==> src/rtl/uart_pkg.sv <==
// Shared UART definitions: data width, transmit-queue FSM states and a
// constant-foldable ceiling log2 used to size pointers and counters.
package uart_pkg;

    localparam int UART_DATA_W = 8;

    typedef enum logic [1:0] {
        TXQ_IDLE   = 2'd0,
        TXQ_ISSUE  = 2'd1,
        TXQ_ACTIVE = 2'd2
    } txq_state_e;

    function automatic int uart_log2(input int value);
        int result;
        result = 0;
        for (int v = value - 1; v > 0; v = v >> 1) begin
            result = result + 1;
        end
        return result;
    endfunction

endpackage

==> src/rtl/uart_fifo_mem.sv <==
// Byte storage for the transmit queue: one synchronous write port and one
// asynchronous read port, no reset so it maps onto distributed RAM.
module uart_fifo_mem
    import uart_pkg::*;
#(
    parameter int DEPTH = 16,
    localparam int AW   = uart_log2(DEPTH)
) (
    input  logic                   clk,
    input  logic                   wr_en,
    input  logic [AW-1:0]          wr_addr,
    input  logic [UART_DATA_W-1:0] wr_data,
    input  logic [AW-1:0]          rd_addr,
    output logic [UART_DATA_W-1:0] rd_data
);

    logic [UART_DATA_W-1:0] mem_q [DEPTH];

    always_ff @(posedge clk) begin
        if (wr_en) begin
            mem_q[wr_addr] <= wr_data;
        end
    end

    assign rd_data = mem_q[rd_addr];

endmodule

==> src/rtl/uart_tx_queue.sv <==
// Byte FIFO feeding the UART transmitter over TXSTART/LINEIN/BUSY.
// Optional drop counter port enabled by defining UART_TXQ_STATS_EN.
module uart_tx_queue
    import uart_pkg::*;
#(
    parameter int DEPTH       = 16,
    parameter int AFULL_LEVEL = 12,
    localparam int AW         = uart_log2(DEPTH),
    localparam int LW         = AW + 1
) (
    input  logic                   clk,
    input  logic                   rst_n,
    input  logic                   wr_en,
    input  logic [UART_DATA_W-1:0] wr_data,
    output logic                   full,
    output logic                   afull,
    output logic                   empty,
    output logic [LW-1:0]          level,
    output logic                   idle,
    output logic                   txstart,
    output logic [UART_DATA_W-1:0] linein,
    input  logic                   busy
`ifdef UART_TXQ_STATS_EN
    ,
    output logic [7:0]             drops
`endif
);

    logic [AW-1:0]          wr_ptr_q, wr_ptr_d;
    logic [AW-1:0]          rd_ptr_q, rd_ptr_d;
    logic [LW-1:0]          level_q, level_d;
    logic                   full_q, full_d;
    logic                   afull_q, afull_d;
    logic                   empty_q, empty_d;
    txq_state_e             state_q;
    logic                   txstart_q;
    logic [UART_DATA_W-1:0] linein_q;
    logic [UART_DATA_W-1:0] head;
    logic                   push;
    logic                   pop;

    // A push seen while full is dropped even if a pop frees a slot this cycle.
    assign push = wr_en && !full_q;
    assign pop  = (state_q == TXQ_ACTIVE) && !busy;

    uart_fifo_mem #(
        .DEPTH(DEPTH)
    ) u_mem (
        .clk    (clk),
        .wr_en  (push),
        .wr_addr(wr_ptr_q),
        .wr_data(wr_data),
        .rd_addr(rd_ptr_q),
        .rd_data(head)
    );

    always_comb begin
        wr_ptr_d = wr_ptr_q;
        rd_ptr_d = rd_ptr_q;
        level_d  = level_q;
        if (push) begin
            wr_ptr_d = wr_ptr_q + AW'(1);
        end
        if (pop) begin
            rd_ptr_d = rd_ptr_q + AW'(1);
        end
        if (push && !pop) begin
            level_d = level_q + LW'(1);
        end else if (pop && !push) begin
            level_d = level_q - LW'(1);
        end
        full_d  = (level_d == LW'(DEPTH));
        afull_d = (level_d >= LW'(AFULL_LEVEL));
        empty_d = (level_d == '0);
    end

    always_ff @(posedge clk or negedge rst_n) begin
        if (!rst_n) begin
            wr_ptr_q <= '0;
            rd_ptr_q <= '0;
            level_q  <= '0;
            full_q   <= 1'b0;
            afull_q  <= 1'b0;
            empty_q  <= 1'b1;
        end else begin
            wr_ptr_q <= wr_ptr_d;
            rd_ptr_q <= rd_ptr_d;
            level_q  <= level_d;
            full_q   <= full_d;
            afull_q  <= afull_d;
            empty_q  <= empty_d;
        end
    end

    // LINEIN is loaded only when leaving IDLE; the transmitter samples it live.
    always_ff @(posedge clk or negedge rst_n) begin
        if (!rst_n) begin
            state_q   <= TXQ_IDLE;
            txstart_q <= 1'b0;
            linein_q  <= '0;
        end else begin
            case (state_q)
                TXQ_IDLE: begin
                    if (!empty_q && !busy) begin
                        state_q   <= TXQ_ISSUE;
                        txstart_q <= 1'b1;
                        linein_q  <= head;
                    end
                end
                TXQ_ISSUE: begin
                    if (busy) begin
                        state_q   <= TXQ_ACTIVE;
                        txstart_q <= 1'b0;
                    end
                end
                TXQ_ACTIVE: begin
                    if (!busy) begin
                        state_q <= TXQ_IDLE;
                    end
                end
                default: begin
                    state_q   <= TXQ_IDLE;
                    txstart_q <= 1'b0;
                end
            endcase
        end
    end

`ifdef UART_TXQ_STATS_EN
    logic [7:0] drops_q, drops_d;

    always_comb begin
        drops_d = drops_q;
        if (wr_en && full_q && (drops_q != 8'hFF)) begin
            drops_d = drops_q + 8'd1;
        end
    end

    always_ff @(posedge clk or negedge rst_n) begin
        if (!rst_n) begin
            drops_q <= 8'h00;
        end else begin
            drops_q <= drops_d;
        end
    end

    assign drops = drops_q;
`endif

    assign full    = full_q;
    assign afull   = afull_q;
    assign empty   = empty_q;
    assign level   = level_q;
    assign txstart = txstart_q;
    assign linein  = linein_q;
    assign idle    = empty_q && (state_q == TXQ_IDLE) && !busy;

endmodule

==> config.mk <==
export PLATFORM = sky130hd
export DESIGN_NAME = uart_tx_queue
export DESIGN_NICKNAME = d
export VERILOG_FILES = /design/src/rtl/uart_pkg.sv /design/src/rtl/uart_fifo_mem.sv /design/src/rtl/uart_tx_queue.sv
export SDC_FILE = /design/constraint.sdc
export NUM_CORES = 1
export LEC_CHECK = 0
export ABC_AREA = 1
export BUFFER_PORTS_ARGS = -buffer_cell sky130_fd_sc_hd__buf_2
export CORE_UTILIZATION = 50
export CTS_CLUSTER_DIAMETER = 120
export CTS_CLUSTER_SIZE = 30
export DETAILED_ROUTE_END_ITERATION = 12
export GPL_TIMING_DRIVEN = 1
export PLACE_DENSITY = 0.7
export SLEW_MARGIN = 20
export SYNTH_ARGS = -nofsm -noshare
export SYNTH_HDL_FRONTEND = slang
export SYNTH_SLANG_ARGS = --single-unit
==> constraint.sdc <==
create_clock -name clk -period 2.3 [get_ports clk]
set_input_delay 0.46 -clock clk [delete_from_list [all_inputs] [get_ports clk]]
set_output_delay 0.46 -clock clk [all_outputs]
set_load 0.01 [all_outputs]
Yosys cells after proc, flatten, opt, wreduce, memory -nomap -nowiden
Memories as Yosys holds them, arrays and structs flattened. A register that Yosys moved wholly into a read port is not among the register bits.
Cells that the tools add are included.
{ "classes": {"n_lt_le_gt_ge": 1, "muxes": 11, "bitwise_logic": 1, "eq_ne": 6, "add_sub_neg": 4, "reduce_logical": 18} }
{ "ops": {"columns": ["cell", "n"], "rows": [
  ["5-bit two-way mux", 2],
  ["4-bit by 1-bit adder with 4-bit output (second input constant)", 2],
  ["1-bit logical AND", 7],
  ["1-bit logical NOT", 6],
  ["2-bit two-way mux", 3],
  ["2-bit != test (second input constant)", 3],
  ["2-bit case mux with 3 select lines", 1],
  ["3-bit AND reduction", 2],
  ["5-bit by 1-bit adder with 5-bit output (second input constant)", 1],
  ["5-bit equality test (second input constant)", 1],
  ["5-bit by 4-bit >= comparator with 1-bit output (second input constant)", 1],
  ["5-bit logical NOT", 1],
  ["5-bit by 1-bit subtractor with 5-bit output (second input constant)", 1],
  ["1-bit two-way mux", 4],
  ["1-bit case mux with 3 select lines", 1],
  ["2-bit by 1-bit equality test with 1-bit output (second input constant)", 1],
  ["2-bit equality test (second input constant)", 1],
  ["2-bit logical NOT", 1],
  ["2-bit AND reduction", 1],
  ["1-bit NOT", 1]
]} }
{ "word_totals": {"output_inout_bits": 18, "regBits": 19, "wordCells": 50, "mem_bits_rw": 128, "n_memories": 1} }
{ "mem_list": {"columns": ["memory", "words", "width", "read_ports", "rd_clocked_by_memory_dff", "write_ports", "line_no", "source"], "rows": [
  ["u_mem.mem_q", 16, 8, 1, 1, 1, "uart_fifo_mem.sv:17", "logic [UART_DATA_W-1:0] mem_q [DEPTH];"]
]} }

Longest topological paths before layout
Gate-level depths: netlist of the first run.
{ "logic_depth": {"word_depth": 7, "depth_mapped": 11} }

Hierarchy
Synthesis of the first run repeated with hierarchy kept, for this count alone.
{ "hier_totals": {"cells_unflattened": 675, "hier_area_um2": 6925.4} }
{ "modules_own_cells": {"columns": ["module", "area_each_um2", "instances", "cells_per_inst", "seq_area_each_um2"], "rows": [
  ["uart_fifo_mem", 5606.6, 1, 543, 3843.7],
  ["uart_tx_queue", 1318.8, 1, 132, 676.9]
]} }

Worst setup path after synthesis of the first run
OpenSTA, ideal clock, no wires.
{ "synth_path": {"path_kind": "reg2reg", "start": "register full_q, in the netlist full", "end": "memory u_mem.mem_q[11][0], enable pin", "t_arrival_ns": 1.327, "path_stages_with_launch": 7, "setup_time_ns": 0.370, "setup_slack_ns": 0.602, "n_path_buf": 1, "cell_sequence": "dfrtp_1 inv_1 nand2_2 inv_1 buf_4 nand2_1 nor2_1"} }
{ "synth_via": {"elab_chain_len": 4} }
{ "synth_rtl": {"columns": ["item", "line_no", "source"], "rows": [
  ["start, declared", "uart_tx_queue.sv:32", "logic full_q, full_d;"],
  ["start signal, assigned", "uart_tx_queue.sv:89", "full_q <= full_d;"],
  ["1-bit logical NOT", "uart_tx_queue.sv:43", "assign push = wr_en && !full_q;"],
  ["1-bit logical AND", "uart_tx_queue.sv:43", null],
  ["1-bit two-way mux", "uart_fifo_mem.sv:20", "if (wr_en) begin"],
  ["1-bit two-way mux (implied by the code)", "uart_fifo_mem.sv:21", "mem_q[wr_addr] <= wr_data;"],
  ["end, declared", "uart_fifo_mem.sv:17", null]
]} }
Every way passes these cells.

==> results of run 1 <==
-- layout make-up --
| type | instances | area [sq um] | area share |
|---|---|---|---|
| flip-flops and latches | 155 | 4520 | 0.601 |
| clock buffers | 29 | 490 | 0.0652 |
| repair buffers | 55 | 353 | 0.0469 |
| well taps | 172 | 215 | 0.0286 |
| inverters | 25 | 93.8 | 0.0125 |
| clock inverters | 3 | 15.0 | 0.00200 |
| multi-input cells | 393 | 1830 | 0.243 |
-- metal layers --
layer,share of wire,GRT usage
met1,0.43,0.305
met3,0.061,0.0566
met2,0.48,0.352
met5,0,0
met4,0.024,0.0979
-- path summary, 6_finish.rpt --
| kind | start | endpoint | slack [ps] |
|---|---|---|---|
| min in group clk | wr_en | wr_ptr_q[0] | 340 |
| max in group asynchronous | rst_n | rd_ptr_q[0] | 1820 |
| setup / recovery | rd_ptr_q[0] | linein[5] | 530 |
| setup reg to reg | rd_ptr_q[0] | linein[5] | 530 |
| hold / removal | rst_n | linein[1] | 50 |
| hold reg to reg | linein[6] | linein[6] | 480 |
-- power groups by stage --
stage / registers, mW / clock network [mW] / logic [mW]
after detailed placement: 3.84 / 0 / 3.22
final: 3.79 / 2.41 / 3.21
after floorplan: 3.80 / 0 / 2.27
after global routing: 3.83 / 2.56 / 3.64
after CTS: 3.79 / 2.45 / 3.24
after global placement: 3.81 / 0 / 3.13
-- worst reg2reg max path, delay by kind of cell, from the launching register on --
| family | cells | cell delay [ps] |
|---|---|---|
| AO/OA/AOI/OAI | 1 | 170 |
| buffers and inverters | 2 | 670 |
| flip-flops | 1 | 420 |
| AND/OR/NAND/NOR | 5 | 440 |
-- per-stage QoR --
stage,utilization,worst slack [ps],power [mW],hold slack [ps],std cells
floorplan,-,602,6.07,164,598
global placement,0.551,542,6.94,462,800
detailed placement,0.551,451,7.06,465,800
CTS,0.591,521,9.47,56.2,832
global route,0.591,392,10.0,97.0,832
finish,0.591,525,9.42,47.6,832
-- placed cells by master, fill, tap and decap left out, types with 2 or more instances in the layout --
master     synthesis  final
nand2_2            7      7
nor2_4             2      2
clkbuf_16          0     17
xor2_1             9      9
nand3_1           58     58
edfxtp_1         128    128
nand3_2            2      2
inv_2              7      7
a21oi_1            2      2
o21ai_0           21     21
clkbuf_8           0      2
o21ai_1           31     31
buf_4              8     25
nand2_1          128    128
nor2_1           117    117
clkbuf_1           3     10
inv_1             17     17
clkinv_2           0      3
buf_2              9     29
ha_1               7      7
dfrtp_1           26     25
-- cells by family (layout without fill, tap and decap cells) --
family / Yosys count / after routing
fa+ha+maj: 7 / 7
xor+xnor: 9 / 9
simple gates: 323 / 323
compound gates: 54 / 54
buf+inv: 50 / 112
flops: 155 / 155
-- sequential cells by signal (all words and copies together), names as in the netlist --
signal and flops:
rd_ptr_q 4, full 1, level 5, u_mem.mem_q 128, wr_ptr_q 4, afull 1, txstart 1, linein 8
state_q 2, empty 1
==> impl_metrics.tcl, run 1 <==
set metrics [dict create \
    drtIter0Drc 623 \
    wl_per_cell_microns 16.8 \
    route.detailed.drc 0 \
    fin_nets 666 \
    start_util 0.518 \
    numCtsBuffers 17 \
    worst-path-stages 8 \
    outcome "finished clean" \
    setup_viol 0 \
    ir_drop_mv 0.661 \
    powerDensity_nw_per_um2 1250 \
    diodes 0 \
    synth_mux_area_frac 0 \
    crit_fanout 24 \
    crit_chain "inv_2, buf_4, o21ai_0, nand3_1, nand3_1, nand2_1, nand2_1, nand2_1" \
    via_per_inst 5.26 \
    antenna_found_initial 0 \
    power.share.switching 0.364 \
    dp_hpwl_microns 9100 \
    cts_hold_buffers 0 \
    min_path_type "primary input to async pin" \
    row_count 41 \
    placed_area_sq_um 7010 \
    synth_edf_count 128 \
    hold_violations 0 \
    post_cts_resized 0 \
    ys_ff_latch 155 \
    cpPeakStageDelay_ps 420 \
    cts_root_buf "clkbuf_16" \
    nFillCells 1058 \
    grt_use_total 0.227 \
    final_area_sq_um 7520 \
    wirelength_microns 14000 \
    p_int_mw 5.99 \
    cts_tree "built" \
    netlist.area_leader.share 0.583 \
    core-area_sq_um 12700 \
    clock-sinks 155 \
    area_growth_pct 14.2 \
    setup_tns_ps 0 \
    synthXorXnorAreaFrac 0.0120 \
    drt_first_pass_iters 7 \
    yosys_most_used_dff "edfxtp_1" \
    synth_area_leaders "edfxtp_1 (58%), dfrtp_1 (9.9%), nand2_1 (7.3%)" \
    clockPowerShare 0.256 \
    htree_levels 4 \
    p_seq_frac 0.403 \
    yosysTopAreaCell "edfxtp_1" \
    skew_ps 7.23 \
    clk_pin_slew_ps 60 \
    grt_pass1_vias 4093 \
    cp-start-kind "flop" \
    pwr-share-comb 0.341 \
    crit_type "flop to flop" \
    synth_top_family_by_area "simple AND/OR/NAND/NOR gates" \
    crit_arrival_ps 2130 \
    power.switching_mw 3.42 \
    cpMostUsedCell "nand2_1" \
    worstMarginPinSlew_ps 599 \
    slew-limit-headroom 0.601 \
    reg2reg_depth 8 \
    synth_fp_nets 617 \
    synth-simple-area-share 0.212 \
    syn_area_per_cell_sq_um 11.0 \
    ys_top_cells_by_count "edfxtp_1 (128), nand2_1 (128), nor2_1 (117)" \
    synth_cell_types 31 \
    drtAntennaViolNets 0 \
    clock_path_buffers 2 \
    die_area_sq_um 13600 \
    vias 4380 \
    place.gp.congestion 0.979 \
    critPathTopFamily "buffers and inverters" \
    grt-ovfl-total 0 \
    grt_max_degree 40 \
    post_cts_buffers 0 \
    async_flop_share 0.174 \
    yosys_warnings 0 \
    insertion_delay_ps 420 \
    netlist_instances 598 \
    die_x_microns 117 \
    end_kind "flop" \
    synth_fa_ha_area_frac 0.0133 \
    io_pins 30 \
    worstPathRequired_ps 2650 \
    port_buffers 29 \
    cellLeakagePower_nw 2.97 \
    grt_pass1_wl_microns 22200 \
    critPathSlowestCell "dfrtp_2" \
    fin_crit_sh 0.772 \
    fp.dieH_microns 117 \
    min_period_ps 1770 \
    finalMaxSlewViolations 0 \
    critPathBufInv 2 \
    maxCapViolCount 0 \
    drive_gt1_frac 0.155 \
    fmax_mhz 563 \
    synth_compound_area_frac 0.0410 \
    syn_area_sq_um 6590 \
    rsz0062_at_grt "no" \
    yosysSeqAreaShare 0.686 \
]
Power figures use the tool's default switching activity.
==> inputs of run 2 (changes only) <==
--- a/config.mk
+++ b/config.mk
@@ -5,14 +5,14 @@
 export SDC_FILE = /design/constraint.sdc
 export NUM_CORES = 1
 export LEC_CHECK = 0
-export ABC_AREA = 1
+export ABC_AREA = 0
 export BUFFER_PORTS_ARGS = -buffer_cell sky130_fd_sc_hd__buf_2
 export CORE_UTILIZATION = 50
 export CTS_CLUSTER_DIAMETER = 120
 export CTS_CLUSTER_SIZE = 30
 export DETAILED_ROUTE_END_ITERATION = 12
 export GPL_TIMING_DRIVEN = 1
-export PLACE_DENSITY = 0.7
+export PLACE_DENSITY = 0.73
 export SLEW_MARGIN = 20
 export SYNTH_ARGS = -nofsm -noshare
 export SYNTH_HDL_FRONTEND = slang
==> constraint.sdc (replaced) <==
create_clock -name clk -period 1.6 [get_ports clk]
set_input_delay 0.32 -clock clk [delete_from_list [all_inputs] [get_ports clk]]
set_output_delay 0.32 -clock clk [all_outputs]
set_load 0.01 [all_outputs]
==> impl_metrics.tcl, run 2 <==
set metrics [dict create \
    outcome "finished with violations" \
    violations "setup timing" \
    core-area_sq_um 12300 \
    pwr-share-comb 0.335 \
    insertion_delay_ps 410 \
    numCtsBuffers 17 \
    vias 3597 \
    cts_root_buf "clkbuf_16" \
    grt_pass1_wl_microns 19700 \
    yosysSeqAreaShare 0.707 \
    clockPowerShare 0.294 \
    reg2reg_depth 5 \
    p_seq_frac 0.371 \
    end_kind "flop" \
    setup_tns_ps -1510 \
    area_growth_pct 26.5 \
    cts_tree "built" \
    rsz0062_at_grt "yes" \
    wl_met2_microns 6890 \
    worstPathRequired_ps 1880 \
    maxCapViolCount 0 \
    layoutNonFillerInstCount 623 \
    syn_area_per_cell_sq_um 18.4 \
    die_x_microns 115 \
    synth_most_common_cell "edfxtp_1" \
    netlist.area_leader.share 0.601 \
    yosys_warnings 0 \
    drive_gt1_frac 0.431 \
    fin_hold_ws_ps 298 \
    synth_fp_nets 366 \
    final_util 0.660 \
    row_count 40 \
    grt_max_degree 28 \
    powerDensity_nw_per_um2 1830 \
    final_area_sq_um 8090 \
    power.switching_mw 4.30 \
    cp-start-kind "flop" \
    fin_crit_sh 1.12 \
    detailedPlace.worstSlack_ps -244 \
    antenna_found_initial 1 \
    wl_met3_microns 811 \
    final_common_cell "edfxtp_1" \
    top_register "u_mem.mem_q" \
    setup_viol 12 \
    port_buffers 29 \
    wirelength_microns 13700 \
    ys_top_cells_by_count "edfxtp_1 (128), nor2_1 (32), mux4_2 (27)" \
    place.gp.congestion 0.795 \
    ir_drop_mv 0.988 \
    cellLeakagePower_nw 2.94 \
    yosysTopAreaCell "edfxtp_1" \
    syn_area_sq_um 6400 \
    p_int_mw 10.5 \
    io_pins 30 \
    nFillCells 782 \
    slew-limit-headroom 0.673 \
    dp_hpwl_microns 8390 \
    htree_levels 4 \
    via_per_inst 5.77 \
    crit_fanout 5 \
    power.share.switching 0.290 \
    clock-sinks 155 \
    min_period_ps 1790 \
    worstMarginPinSlew_ps 491 \
    min_path_type "primary input to flop" \
    route.detailed.drc 0 \
    layout_common_cells "edfxtp_1 (128), buf_4 (45), mux4_2 (31)" \
    drtIter0Drc 348 \
    finalMaxSlewViolations 0 \
    async_flop_share 0.174 \
    start_util 0.522 \
    drt-met1-wl_microns 5830 \
    hold-path-cell-count 1 \
    clk_pin_slew_ps 60 \
    crit_type "flop to flop" \
    die_area_sq_um 13200 \
    netlist_instances 347 \
    yosys_most_used_dff "edfxtp_1" \
    diodes 0 \
    grt_use_total 0.212 \
    clock_path_buffers 2 \
    drt_first_pass_iters 5 \
    synth_area_leaders "edfxtp_1 (60%), dfrtp_1 (10%), mux4_2 (9.5%)" \
    p_total_mw 14.8 \
    dp_cells 577 \
    top_layer_used "met5" \
    placed_area_sq_um 7110 \
    fmax_mhz 560 \
    worst_slack_ps -187 \
    synth_cell_types 46 \
    wl_per_cell_microns 22.0 \
    ys_ff_latch 155 \
    grt_pass1_vias 3500 \
    grt-ovfl-total 0 \
    largest_reg_flops 128 \
    hold_violations 0 \
    drtAntennaViolNets 0 \
    synth_edf_count 128 \
    skew_ps 7.74 \
    fin_nets 462 \
    crit_arrival_ps 2070 \
    fp.dieH_microns 115 \
]
-- run 2: cell types whose count changed after synthesis, sizes merged, moves of 7 or more --
| cell | before | now |
|---|---|---|
| xor2 | 9 | 2 |
| o21ai | 52 | 3 |
| xnor2 | 0 | 8 |
| nand2 | 136 | 14 |
| nor2 | 120 | 34 |
| mux2i | 0 | 16 |
| a211o | 0 | 8 |
| mux4 | 0 | 32 |
| inv | 24 | 5 |
| nand3 | 61 | 2 |
-- run 2: power by group through the flow --
stage          Clock (mW)  Sequential, mW  Combinational, mW
2_1_floorplan           0            5.46               2.81
3_3_place_gp            0            5.44               4.10
3_5_place_dp            0            5.48               4.22
4_1_cts              4.37            5.44               4.48
5_1_grt              4.54            5.54               5.29
6_report             4.35            5.50               4.96
-- run 2: path summary, 6_finish.rpt --
path	from	to	slack, ps
min in group asynchronous	rst_n	level[1]	470
min	wr_data[2]	u_mem.mem_q[8][2]	300
min reg2reg	linein[5]	linein[5]	480
max in group asynchronous	rst_n	rd_ptr_q[1]	800
max	rd_ptr_q[1]	linein[1]	-190
max reg2reg	rd_ptr_q[1]	linein[1]	-190
-- run 2: cell families (layout without fill, tap and decap cells) --
logic type	Yosys count	in the layout	share of synthesized area
AOI/OAI and AO/OA	21	21	0.0268
xor gates and xnor gates	10	10	0.0137
buffers and inverters	23	131	0.0293
muxes	48	48	0.141
DFF	155	155	0.707
and+or+nand+nor	83	83	0.0691
adders and majority gates	7	7	0.0137
-- run 2: cell type report --
class / instances / area (sq um) / area share
flip-flops and latches: 155 / 4530 / 0.560
multi-input cells: 169 / 1870 / 0.231
repair buffers: 95 / 826 / 0.102
clock buffers: 21 / 440 / 0.0544
well taps: 168 / 210 / 0.0260
clock inverters: 10 / 196 / 0.0243
inverters: 5 / 18.8 / 0.00232
-- run 2: worst max-delay path: stages, from the launching register on --
cell and delay [ps]:
dfrtp_2 480, buf_12 160, mux4_2 520, mux2i_2 210, nor2_2 70, a211o_1 230
-- run 2: layer usage --
metal,global-route usage,vias to the layer above
met1,0.291,1872
met5,0,-
met2,0.337,140
met3,0.0527,23
li1,-,1560
met4,0.0632,2
-- run 2: timing repair --
| action | 4_1_cts | 5_1_grt |
|---|---|---|
| hold buffers | 1 | 0 |
| resized for setup | 22 | 31 |
| pin swaps | 5 | 14 |
| gates cloned | 0 | 2 |
| endpoints found under the hold margin | 26 | 0 |
| setup buffers | 5 | 8 |
| endpoints found under the setup margin | 16 | 94 |
